===== src/rtl/cordic_sched_if.sv =====
// cordic_sched_if: requester, shared-core and response signals of the cordic scheduler
interface cordic_sched_if #(parameter int WIDTH = 32);
  logic [3:0]         req;
  logic [3:0]         req_mode_op;
  logic [7:0]         req_mode_coord;
  logic [4*WIDTH-1:0] req_x, req_y, req_z;
  logic [3:0]         ack;
  logic               core_enable, core_mode_op;
  logic [1:0]         core_mode_coord;
  logic [WIDTH-1:0]   core_x_in, core_y_in, core_z_in;
  logic [WIDTH-1:0]   core_x_out, core_y_out, core_z_out;
  logic               core_valid;
  logic               rsp_valid, rsp_err, busy;
  logic [1:0]         rsp_id;
  logic [WIDTH-1:0]   rsp_x, rsp_y, rsp_z;
  modport slave (
    input  req, req_mode_op, req_mode_coord, req_x, req_y, req_z,
           core_x_out, core_y_out, core_z_out, core_valid,
    output ack, core_enable, core_mode_op, core_mode_coord, core_x_in, core_y_in, core_z_in,
           rsp_valid, rsp_id, rsp_err, rsp_x, rsp_y, rsp_z, busy
  );
  modport master (
    output req, req_mode_op, req_mode_coord, req_x, req_y, req_z,
           core_x_out, core_y_out, core_z_out, core_valid,
    input  ack, core_enable, core_mode_op, core_mode_coord, core_x_in, core_y_in, core_z_in,
           rsp_valid, rsp_id, rsp_err, rsp_x, rsp_y, rsp_z, busy
  );
endinterface


===== src/rtl/cordic_sched.sv =====
// cordic_sched: round-robin scheduler sharing one cordic core among four requesters
module cordic_sched #(
  parameter int WIDTH   = 32,
  parameter int TIMEOUT = 64
) (
  input logic           clk,
  input logic           rst,
  cordic_sched_if.slave bus
);
  typedef enum logic [1:0] {IDLE, LAUNCH, WAIT, DONE} state_t;
  localparam int CW = $clog2(TIMEOUT + 1);
  state_t           state_q, state_d;
  logic [1:0]       last_grant_q, last_grant_d, gnt, idx;
  logic             hit, fin;
  logic [3:0]       ack_q, ack_d;
  logic             core_enable_q, core_enable_d, core_mode_op_q, core_mode_op_d;
  logic [1:0]       core_mode_coord_q, core_mode_coord_d;
  logic [WIDTH-1:0] core_x_in_q, core_x_in_d, core_y_in_q, core_y_in_d, core_z_in_q, core_z_in_d;
  logic [WIDTH-1:0] rsp_x_q, rsp_x_d, rsp_y_q, rsp_y_d, rsp_z_q, rsp_z_d;
  logic             rsp_valid_q, rsp_valid_d, rsp_err_q, rsp_err_d, busy_q, busy_d, valid_q, valid_d;
  logic [1:0]       rsp_id_q, rsp_id_d;
  logic [CW-1:0]    cnt_q, cnt_d;
  assign fin = bus.core_valid && !valid_q;
  // round-robin pick: scanning distances 4..1 leaves the nearest requester after last_grant
  always_comb begin
    hit = 1'b0;
    gnt = last_grant_q;
    idx = last_grant_q;
    for (int k = 4; k >= 1; k--) begin
      idx = last_grant_q + 2'(k);
      if (bus.req[idx]) begin
        hit = 1'b1;
        gnt = idx;
      end
    end
  end
  // next state and next values of every registered output
  always_comb begin
    state_d           = state_q;
    last_grant_d      = last_grant_q;
    ack_d             = 4'b0;
    core_enable_d     = 1'b0;
    core_mode_op_d    = core_mode_op_q;
    core_mode_coord_d = core_mode_coord_q;
    core_x_in_d       = core_x_in_q;
    core_y_in_d       = core_y_in_q;
    core_z_in_d       = core_z_in_q;
    rsp_valid_d       = 1'b0;
    rsp_id_d          = rsp_id_q;
    rsp_err_d         = rsp_err_q;
    rsp_x_d           = rsp_x_q;
    rsp_y_d           = rsp_y_q;
    rsp_z_d           = rsp_z_q;
    cnt_d             = cnt_q;
    valid_d           = bus.core_valid;
    case (state_q)
      IDLE: if (hit) begin
        state_d           = LAUNCH;
        last_grant_d      = gnt;
        ack_d             = 4'b0001 << gnt;
        core_enable_d     = 1'b1;
        core_mode_op_d    = bus.req_mode_op[gnt];
        core_mode_coord_d = bus.req_mode_coord[2*gnt +: 2];
        core_x_in_d       = bus.req_x[gnt*WIDTH +: WIDTH];
        core_y_in_d       = bus.req_y[gnt*WIDTH +: WIDTH];
        core_z_in_d       = bus.req_z[gnt*WIDTH +: WIDTH];
      end
      LAUNCH: begin
        state_d = WAIT;
        cnt_d   = '0;
      end
      WAIT: begin
        cnt_d = cnt_q + 1'b1;
        if (fin || cnt_q == CW'(TIMEOUT - 1)) begin
          state_d     = DONE;
          rsp_valid_d = 1'b1;
          rsp_id_d    = last_grant_q;
          rsp_err_d   = !fin;
          rsp_x_d     = fin ? bus.core_x_out : '0;
          rsp_y_d     = fin ? bus.core_y_out : '0;
          rsp_z_d     = fin ? bus.core_z_out : '0;
        end
      end
      default: state_d = IDLE;
    endcase
    busy_d = state_d != IDLE;
  end
  // state and output registers
  always_ff @(posedge clk) begin
    if (rst) begin
      state_q           <= IDLE;
      last_grant_q      <= 2'd3;
      ack_q             <= '0;
      core_enable_q     <= 1'b0;
      core_mode_op_q    <= 1'b0;
      core_mode_coord_q <= '0;
      core_x_in_q       <= '0;
      core_y_in_q       <= '0;
      core_z_in_q       <= '0;
      rsp_valid_q       <= 1'b0;
      rsp_id_q          <= '0;
      rsp_err_q         <= 1'b0;
      rsp_x_q           <= '0;
      rsp_y_q           <= '0;
      rsp_z_q           <= '0;
      busy_q            <= 1'b0;
      valid_q           <= 1'b0;
      cnt_q             <= '0;
    end else begin
      state_q           <= state_d;
      last_grant_q      <= last_grant_d;
      ack_q             <= ack_d;
      core_enable_q     <= core_enable_d;
      core_mode_op_q    <= core_mode_op_d;
      core_mode_coord_q <= core_mode_coord_d;
      core_x_in_q       <= core_x_in_d;
      core_y_in_q       <= core_y_in_d;
      core_z_in_q       <= core_z_in_d;
      rsp_valid_q       <= rsp_valid_d;
      rsp_id_q          <= rsp_id_d;
      rsp_err_q         <= rsp_err_d;
      rsp_x_q           <= rsp_x_d;
      rsp_y_q           <= rsp_y_d;
      rsp_z_q           <= rsp_z_d;
      busy_q            <= busy_d;
      valid_q           <= valid_d;
      cnt_q             <= cnt_d;
    end
  end
  assign bus.ack             = ack_q;
  assign bus.core_enable     = core_enable_q;
  assign bus.core_mode_op    = core_mode_op_q;
  assign bus.core_mode_coord = core_mode_coord_q;
  assign bus.core_x_in       = core_x_in_q;
  assign bus.core_y_in       = core_y_in_q;
  assign bus.core_z_in       = core_z_in_q;
  assign bus.rsp_valid       = rsp_valid_q;
  assign bus.rsp_id          = rsp_id_q;
  assign bus.rsp_err         = rsp_err_q;
  assign bus.rsp_x           = rsp_x_q;
  assign bus.rsp_y           = rsp_y_q;
  assign bus.rsp_z           = rsp_z_q;
  assign bus.busy            = busy_q;
endmodule


===== src/flat_wrapper.sv =====
// flat-port wrapper written by rule: the top's interface ports become plain ports
module cordic_sched_flat 
#(
  parameter int WIDTH   = 32,
  parameter int TIMEOUT = 64
)
  (clk, rst, bus_req, bus_req_mode_op, bus_req_mode_coord, bus_req_x, bus_req_y, bus_req_z, bus_core_x_out, bus_core_y_out, bus_core_z_out, bus_core_valid, bus_ack, bus_core_enable, bus_core_mode_op, bus_core_mode_coord, bus_core_x_in, bus_core_y_in, bus_core_z_in, bus_rsp_valid, bus_rsp_id, bus_rsp_err, bus_rsp_x, bus_rsp_y, bus_rsp_z, bus_busy);
  cordic_sched_if #(.WIDTH(WIDTH)) bus_i ();
  input logic clk;
  input logic rst;
  input wire logic [$bits(bus_i.req)-1:0] bus_req;
  input wire logic [$bits(bus_i.req_mode_op)-1:0] bus_req_mode_op;
  input wire logic [$bits(bus_i.req_mode_coord)-1:0] bus_req_mode_coord;
  input wire logic [$bits(bus_i.req_x)-1:0] bus_req_x;
  input wire logic [$bits(bus_i.req_y)-1:0] bus_req_y;
  input wire logic [$bits(bus_i.req_z)-1:0] bus_req_z;
  input wire logic [$bits(bus_i.core_x_out)-1:0] bus_core_x_out;
  input wire logic [$bits(bus_i.core_y_out)-1:0] bus_core_y_out;
  input wire logic [$bits(bus_i.core_z_out)-1:0] bus_core_z_out;
  input wire logic [$bits(bus_i.core_valid)-1:0] bus_core_valid;
  output wire logic [$bits(bus_i.ack)-1:0] bus_ack;
  output wire logic [$bits(bus_i.core_enable)-1:0] bus_core_enable;
  output wire logic [$bits(bus_i.core_mode_op)-1:0] bus_core_mode_op;
  output wire logic [$bits(bus_i.core_mode_coord)-1:0] bus_core_mode_coord;
  output wire logic [$bits(bus_i.core_x_in)-1:0] bus_core_x_in;
  output wire logic [$bits(bus_i.core_y_in)-1:0] bus_core_y_in;
  output wire logic [$bits(bus_i.core_z_in)-1:0] bus_core_z_in;
  output wire logic [$bits(bus_i.rsp_valid)-1:0] bus_rsp_valid;
  output wire logic [$bits(bus_i.rsp_id)-1:0] bus_rsp_id;
  output wire logic [$bits(bus_i.rsp_err)-1:0] bus_rsp_err;
  output wire logic [$bits(bus_i.rsp_x)-1:0] bus_rsp_x;
  output wire logic [$bits(bus_i.rsp_y)-1:0] bus_rsp_y;
  output wire logic [$bits(bus_i.rsp_z)-1:0] bus_rsp_z;
  output wire logic [$bits(bus_i.busy)-1:0] bus_busy;
  assign bus_i.req = bus_req;
  assign bus_i.req_mode_op = bus_req_mode_op;
  assign bus_i.req_mode_coord = bus_req_mode_coord;
  assign bus_i.req_x = bus_req_x;
  assign bus_i.req_y = bus_req_y;
  assign bus_i.req_z = bus_req_z;
  assign bus_i.core_x_out = bus_core_x_out;
  assign bus_i.core_y_out = bus_core_y_out;
  assign bus_i.core_z_out = bus_core_z_out;
  assign bus_i.core_valid = bus_core_valid;
  assign bus_ack = bus_i.ack;
  assign bus_core_enable = bus_i.core_enable;
  assign bus_core_mode_op = bus_i.core_mode_op;
  assign bus_core_mode_coord = bus_i.core_mode_coord;
  assign bus_core_x_in = bus_i.core_x_in;
  assign bus_core_y_in = bus_i.core_y_in;
  assign bus_core_z_in = bus_i.core_z_in;
  assign bus_rsp_valid = bus_i.rsp_valid;
  assign bus_rsp_id = bus_i.rsp_id;
  assign bus_rsp_err = bus_i.rsp_err;
  assign bus_rsp_x = bus_i.rsp_x;
  assign bus_rsp_y = bus_i.rsp_y;
  assign bus_rsp_z = bus_i.rsp_z;
  assign bus_busy = bus_i.busy;
  cordic_sched #(.WIDTH(WIDTH), .TIMEOUT(TIMEOUT)) u_core (.clk(clk), .rst(rst), .bus(bus_i));
endmodule

===== config.mk =====
export PLATFORM = sky130hd
export DESIGN_NAME = cordic_sched_flat
export DESIGN_NICKNAME = d
export VERILOG_FILES = /design/src/rtl/cordic_sched_if.sv /design/src/rtl/cordic_sched.sv /design/src/flat_wrapper.sv
export SDC_FILE = /design/constraint.sdc
export NUM_CORES = 1
export LEC_CHECK = 0
export CAP_MARGIN = 30
export CORE_AREA = 3 3 271 273
export CTS_CLUSTER_DIAMETER = 30
export DETAILED_ROUTE_END_ITERATION = 16
export DIE_AREA = 0 0 274 276
export GPL_TIMING_DRIVEN = 0
export PLACE_DENSITY = 0.41
export SLEW_MARGIN = 10
export SYNTH_ARGS = -nofsm -noshare
export SYNTH_HDL_FRONTEND = slang
export SYNTH_SLANG_ARGS = --single-unit

===== constraint.sdc =====
create_clock -name clk -period 2.4 [get_ports clk]
set_input_delay 0.36 -clock clk [delete_from_list [all_inputs] [get_ports clk]]
set_output_delay 0.36 -clock clk [all_outputs]
set_load 0.01 [all_outputs]

# ---- Yosys cells after proc, flatten, opt, wreduce, memory -nomap -nowiden
# Index checks and enable logic that the tools add are counted.
dict set report op_classes {
  reduce_logical 12
  mux 26
  n_lt_le_gt_ge 5
  addsub 4
  n_eq_ne 3
  n_bitwise 3
  n_shift 5
}
# op n
set op_table {}
lappend op_table {{128-bit by 8-bit variable part select with 32-bit output} 3}
lappend op_table {{32-bit two-way mux} 3}
lappend op_table {{2-bit by 3-bit < comparator with 1-bit output (second input constant)} 5}
lappend op_table {{7-bit one-hot mux with 2 select lines} 1}
lappend op_table {{1-bit two-way mux} 11}
lappend op_table {{1-bit binary-select mux with 2-bit select} 5}
lappend op_table {{2-bit two-way mux} 5}
lappend op_table {{8-bit by 4-bit variable part select with 2-bit output} 1}
lappend op_table {{7-bit by 1-bit adder with 7-bit output (second input constant)} 1}
lappend op_table {{7-bit by 6-bit == test with 1-bit output (second input constant)} 1}
lappend op_table {{2-bit one-hot mux with 3 select lines} 1}
lappend op_table {{2-bit adder (second input constant)} 2}
lappend op_table {{2-bit AND reduction} 2}
lappend op_table {{2-bit nonzero test} 2}
lappend op_table {{2-bit OR reduction} 2}
lappend op_table {{1-bit by 2-bit left shift with 4-bit output (first input constant)} 1}
lappend op_table {{1-bit NOT} 3}
lappend op_table {{3-bit OR reduction} 1}
lappend op_table {{2-bit by 1-bit adder with 2-bit output (second input constant)} 1}
lappend op_table {{2-bit by 1-bit == test with 1-bit output (second input constant)} 1}
lappend op_table {{2-bit == test (second input constant)} 1}
lappend op_table {{1-bit zero test} 2}
lappend op_table {{2-bit zero test} 1}
lappend op_table {{1-bit logical AND} 1}
lappend op_table {{1-bit logical OR} 1}
dict set report word_totals {
  out_inout_bits 205
  reg_bits 217
  inputBits 499
  word_cells 76
}

# ---- Depth between registers and ports, before layout
dict set report depth {
  word_depth 9
  depth_mapped 10
  mapped_depth_nobuf 7
}

# ---- Worst setup path before layout
# Ideal clock, no wire load.
dict set report synth_path {
  kind {flip-flop to flip-flop}
  start {register u_core.state_q[0]}
  end {register u_core.rsp_x_q[10] (netlist: u_core.bus.rsp_x[10])}
  slack_ns 0.444
  n_path_buf 3
  path_stages_with_launch 11
  t_arrival_ns 1.829
  required_ns 2.272
  synth_period_minus_slack_ns 1.956
  path_cell_list {dfxtp_1 inv_1 ha_1 inv_2 or4_1 nor2b_1 buf_6 buf_6 buf_6 a22oi_2 nor2_1}
}
dict set report synth_between {
  elab_chain_cells 2
}
# item line_no
set synth_rtl {}
lappend synth_rtl {{from (decl)} cordic_sched.sv:12} ;# state_t state_q, state_d;
lappend synth_rtl {{from (signal assigned)} cordic_sched.sv:110} ;# state_q <= state_d;
lappend synth_rtl {{2-bit == test} cordic_sched.sv:56} ;# case (state_q)
lappend synth_rtl {{2-bit AND reduction (no source line)} --}
lappend synth_rtl {{to (signal assigned)} cordic_sched.sv:122} ;# rsp_x_q <= rsp_x_d;
lappend synth_rtl {{to (decl)} cordic_sched.sv:19} ;# logic [WIDTH-1:0] rsp_x_q, rsp_x_d, rsp_y_q, rsp_y_d, rsp_z_q, rsp_z_d;
# Every way passes these cells.
# A chain may end at the register's enable or synchronous reset.

# ---- Final worst setup path
dict set report layout_path {
  start {register u_core.last_grant_q[0]}
  end {register u_core.core_z_in_q[2] (netlist: u_core.bus.core_z_in[2])}
}
dict set report layout_between {
  elab_chain_cells 7
  word_cells_on_any_way 20
  classes_between {add/sub (3); shift (1); mux (15); reduce/logical (1)}
}
# item line_no
set layout_rtl {}
lappend layout_rtl {{from (decl)} cordic_sched.sv:13} ;# logic [1:0] last_grant_q, last_grant_d, gnt, idx;
lappend layout_rtl {{from (signal assigned)} cordic_sched.sv:111} ;# last_grant_q <= last_grant_d;
lappend layout_rtl {{2-bit adder / 1-bit binary-select mux with 2-bit select (equally long branches)} {cordic_sched.sv:30, cordic_sched.sv:31}}
lappend layout_rtl {{1-bit binary-select mux with 2-bit select / 1-bit two-way mux (equally long branches)} cordic_sched.sv:31} ;# if (bus.req[idx]) begin
lappend layout_rtl {{1-bit two-way mux (not written as such)} cordic_sched.sv:31}
lappend layout_rtl {{2-bit two-way mux / 1-bit two-way mux (equally long branches) (3 in series)} cordic_sched.sv:31}
lappend layout_rtl {{128-bit by 8-bit variable part select with 32-bit output / 2-bit AND reduction (equally long branches)} --}
lappend layout_rtl {{to (signal assigned)} cordic_sched.sv:118} ;# core_z_in_q <= core_z_in_d;
lappend layout_rtl {{to (decl)} cordic_sched.sv:18} ;# logic [WIDTH-1:0] core_x_in_q, core_x_in_d, core_y_in_q, core_y_in_d, core_z_in_q, core_z_in_d;
# Parallel ways exist; a longest one is shown, timed or not. The select of a mux whose other input is x is not followed.

==> metrics.md <==
| Metric | Value |
|---|---|
| Largest net degree at the start of global routing | `20` |
| Status | `complete, no violations` |
| Worst Tran Pin Value | `0.864 ns` |
| Part of the cycle the worst path needs | `98.7%` |
| TritonCTS clock tree | `built` |
| Count of boundary I/O pins | `704` |
| Ys async rst share | `0%` |
| Reg2reg start | `u_core.last_grant_q[0]` |
| Mapped Cells | `970` |
| Core Rows | `98` |
| DIE AREA | `approximately 76,000 um2` |
| Die width | `274 um` |
| Placed Instances | `2,625` |
| Initial DRC count | `414` |
| Proportion of layout cells with a drive suffix above 1 | `between 10% and 20%` |
| Maximum vdd drop | `0.555 mV` |
| Root Buffer | `clkbuf_16` |
| Core area | `71,400 um2` |
| Hold path startpoint | `rst` |
| RSZ-0062 raised after global routing | `true` |
| Reg-to-reg slack, setup | `0.03 ns` |
| Most common cell in the netlist | `dfxtp_1` |
| Met3 wire len | `5730 um` |
| H-tree levels | `3` |
| Clk sink count | `between 200 and 250` |
| Worst EP arrival | `2.81 ns` |
| Leakage | `roughly 8.1 nW` |
| Gpl congestion | `0.830` |
| Syn Nets | `around 1.5k` |
| Final HPWL DP | `slightly below 50,000 um` |
| Unique masters post-synth | `33` |
| Die height | `276 um` |
| Yosys warnings | `0` |
| CP required | `2.84 ns` |
| CTS max path bufs | `3` |
| Yosys reg bits | `217` |
| Clk_lat worst skew | `0.60 ns` |
| Crit path time final | `2.37 ns` |
| Post-synth EDFFs | `0` |
| Most instantiated cells after synthesis | `dfxtp_1 (217), mux2i_1 (200), nor2_1 (115)` |
| M1 WL | `around 22,000 um` |
| Initial Util | `13.5%` |
| Hold Crit Endpoint | `u_core.state_q[1]` |
| Highest routed layer | `met5` |
| Max Clock Skew | `0.0461 ns` |
| Clock slew at reported path FFs | `0.04 ns` |
| Port buffer count | `702` |
| Dpl ws | `-1.17 ns` |
| Vias in the first global route | `~12k` |
| Fin nets | `2,257` |
| Max-Cap Viols | `0` |
| Seq/Total Area, Yosys | `45.1%` |
| Post-Route WL | `between 60,000 and 70,000 um` |
| Post-DRT Antenna Nets | `0` |
| TNS Setup | `0 ns` |
| Crit path max fanout | `10` |
| Synthesized area per cell | `between 9 and 10 um2` |
| GRT Residual Overflow | `0` |
| TritonRoute pass-1 iters | `5` |
| Achievable Freq | `0.422 GHz` |
| R2R cell count | `8` |
| Top post-synthesis cells by area | `dfxtp_1 (45%), mux2i_1 (21%), o221ai_1 (9.0%)` |
| First-pass GRT wire length | `84,600 um` |
| FILL cells | `7,561` |
| Final Non-Filler Cells | `2,763` |
| R2r endpoint | `u_core.bus.core_z_in[2]` |
| PD cells | `roughly 1100 nW/um2` |
| Hold Crit Class | `in2reg` |
| Startpoint types | `register` |
| Detail Route met2 WL | `30,700 um` |
| Crit. End Element | `register` |
| CTS Buf Count | `76` |
| Worst hold path cell count | `2` |
| Mapped Area | `between 9000 and 10,000 um2` |
| Rel. slew slack | `42.4%` |
| Slew Limit Fails | `0` |
| Yosys top cell area share | `~45%` |
| Setup CP Type | `reg2reg` |
| Drt wl/cell | `21.9 um` |
| Final Hold Fails | `0` |
| Reg area | `between 4000 and 5000 um2` |
| Vias | `10.9k` |
| Drt via density | `slightly below 4` |
| Total global-route track usage | `15.3%` |
| Area occupied by multi-input gates | `4850 um2` |
| Hold_buf cts | `0` |
| # setup viols final | `0` |
| DRC viols | `0` |
| Most used DFF post-synth | `dfxtp_1` |
| Area delta synth->final | `114%` |
| Top cell type by total area after synthesis | `dfxtp_1` |
| Final worst setup slack | `about 0.032 ns` |
| Initial antenna violation count | `14` |
## kinds of logic after synthesis
family | Yosys count | synth area share, %
and+or+nand+nor | 237 | 9.69
DFF | 217 | 45.1
AOI/OAI and AO/OA | 212 | 18.2
muxes | 200 | 20.8
buffers and inverters | 95 | 5.30
xor gates and xnor gates | 5 | 0.455
adders and majority gates | 4 | 0.520
## registers in the layout (all words and copies together) (netlist names)
register                    cells
u_core.bus.core_x_in           32
u_core.bus.core_y_in           32
u_core.bus.rsp_y               32
u_core.valid_q                  1
u_core.bus.rsp_err              1
u_core.bus.core_mode_coord      2
u_core.last_grant_q             2
u_core.bus.core_mode_op         1
u_core.bus.ack                  4
u_core.bus.rsp_id               2
u_core.bus.rsp_x               32
u_core.bus.core_enable          1
u_core.cnt_q                    7
u_core.state_q                  2
u_core.bus.rsp_valid            1
u_core.bus.core_z_in           32
u_core.bus.busy                 1
u_core.bus.rsp_z               32
## area by class of cell
type / count / area share (%)
multi-input cells: 658 / 23.5
flip-flops and latches: 217 / 21.1
repair buffers: 707 / 34.4
plain buffers: 87 / 2.54
well taps: 950 / 5.76
clock inverters: 26 / 1.92
inverters: 7 / 0.127
clock buffers: 109 / 10.7
diodes: 2 / 0.0243
## routing by layer
layer  vias up  track usage (%)
met4        20             5.05
li1       5192                -
met1      5112             16.1
met3       112             6.34
met2       492             27.6
met5         -                0
## through the flow
stage	hold slack, ns	total power [W]	util, %	area [um2]
global route	0.306	0.0249	28.9	20600
CTS	0.246	0.0241	28.8	20600
floorplan	0.459	0.00915	-	9630
detailed placement	0.449	0.0140	25.1	17900
finish	0.278	0.0236	28.9	20600
global placement	0.443	0.0140	25.0	17800
## worst max-delay path: stages, from the launching register on
cell and delay [ns]:
dfxtp_1 0.38, nand2b_1 0.14, o21ai_1 0.10, a211oi_4 0.25
buf_12 0.16, buf_4 0.23, buf_4 0.35, mux2i_4 0.40
o221ai_1 0.17
## power by group
part           internal [W]  leakage (nW)  switching, W
combinational       0.00434          5.02       0.00430
clock               0.00680          1.28       0.00294
sequential          0.00467          1.77      0.000589
total                0.0158          8.07       0.00784
## how the worst max path moves through the flow
stage | slack, ns | startpoint | to
2_1_floorplan | 0.44 | u_core.state_q[0] | u_core.bus.rsp_x[10]
3_3_place_gp | -1.68 | bus_req[3] | u_core.bus.core_z_in[22]
3_5_place_dp | -1.17 | bus_req[2] | u_core.bus.core_z_in[1]
4_1_cts | -0.15 | u_core.state_q[0] | u_core.bus.core_y_in[15]
5_1_grt | -0.12 | u_core.last_grant_q[0] | u_core.bus.core_z_in[1]
6_report | 0.03 | u_core.last_grant_q[0] | u_core.bus.core_z_in[2]
## what timing repair did
item	in CTS	in global routing
endpoints found under the setup margin	130	105
buffers inserted	2	0
pin swaps	1	0
resized for setup	17	42
## layout by cell type, fill, tap and decap left out, types with 4 or more instances in the layout
| cell type | count |
|---|---|
| xor2_1 | 4 |
| clkbuf_2 | 23 |
| inv_1 | 5 |
| buf_6 | 15 |
| a22oi_1 | 86 |
| dfxtp_1 | 217 |
| clkbuf_16 | 76 |
| clkinv_16 | 6 |
| buf_2 | 12 |
| nand2_1 | 105 |
| nor2_1 | 113 |
| clkdlybuf4s50_1 | 702 |
| clkbuf_1 | 39 |
| nand2b_1 | 5 |
| bufinv_16 | 4 |
| a21oi_1 | 6 |
| o221ai_1 | 99 |
| buf_4 | 11 |
| a22oi_2 | 10 |
| ha_1 | 4 |
| clkbuf_8 | 18 |
| mux2i_1 | 194 |
| clkinv_2 | 15 |
(Power assumes the default switching activity.)
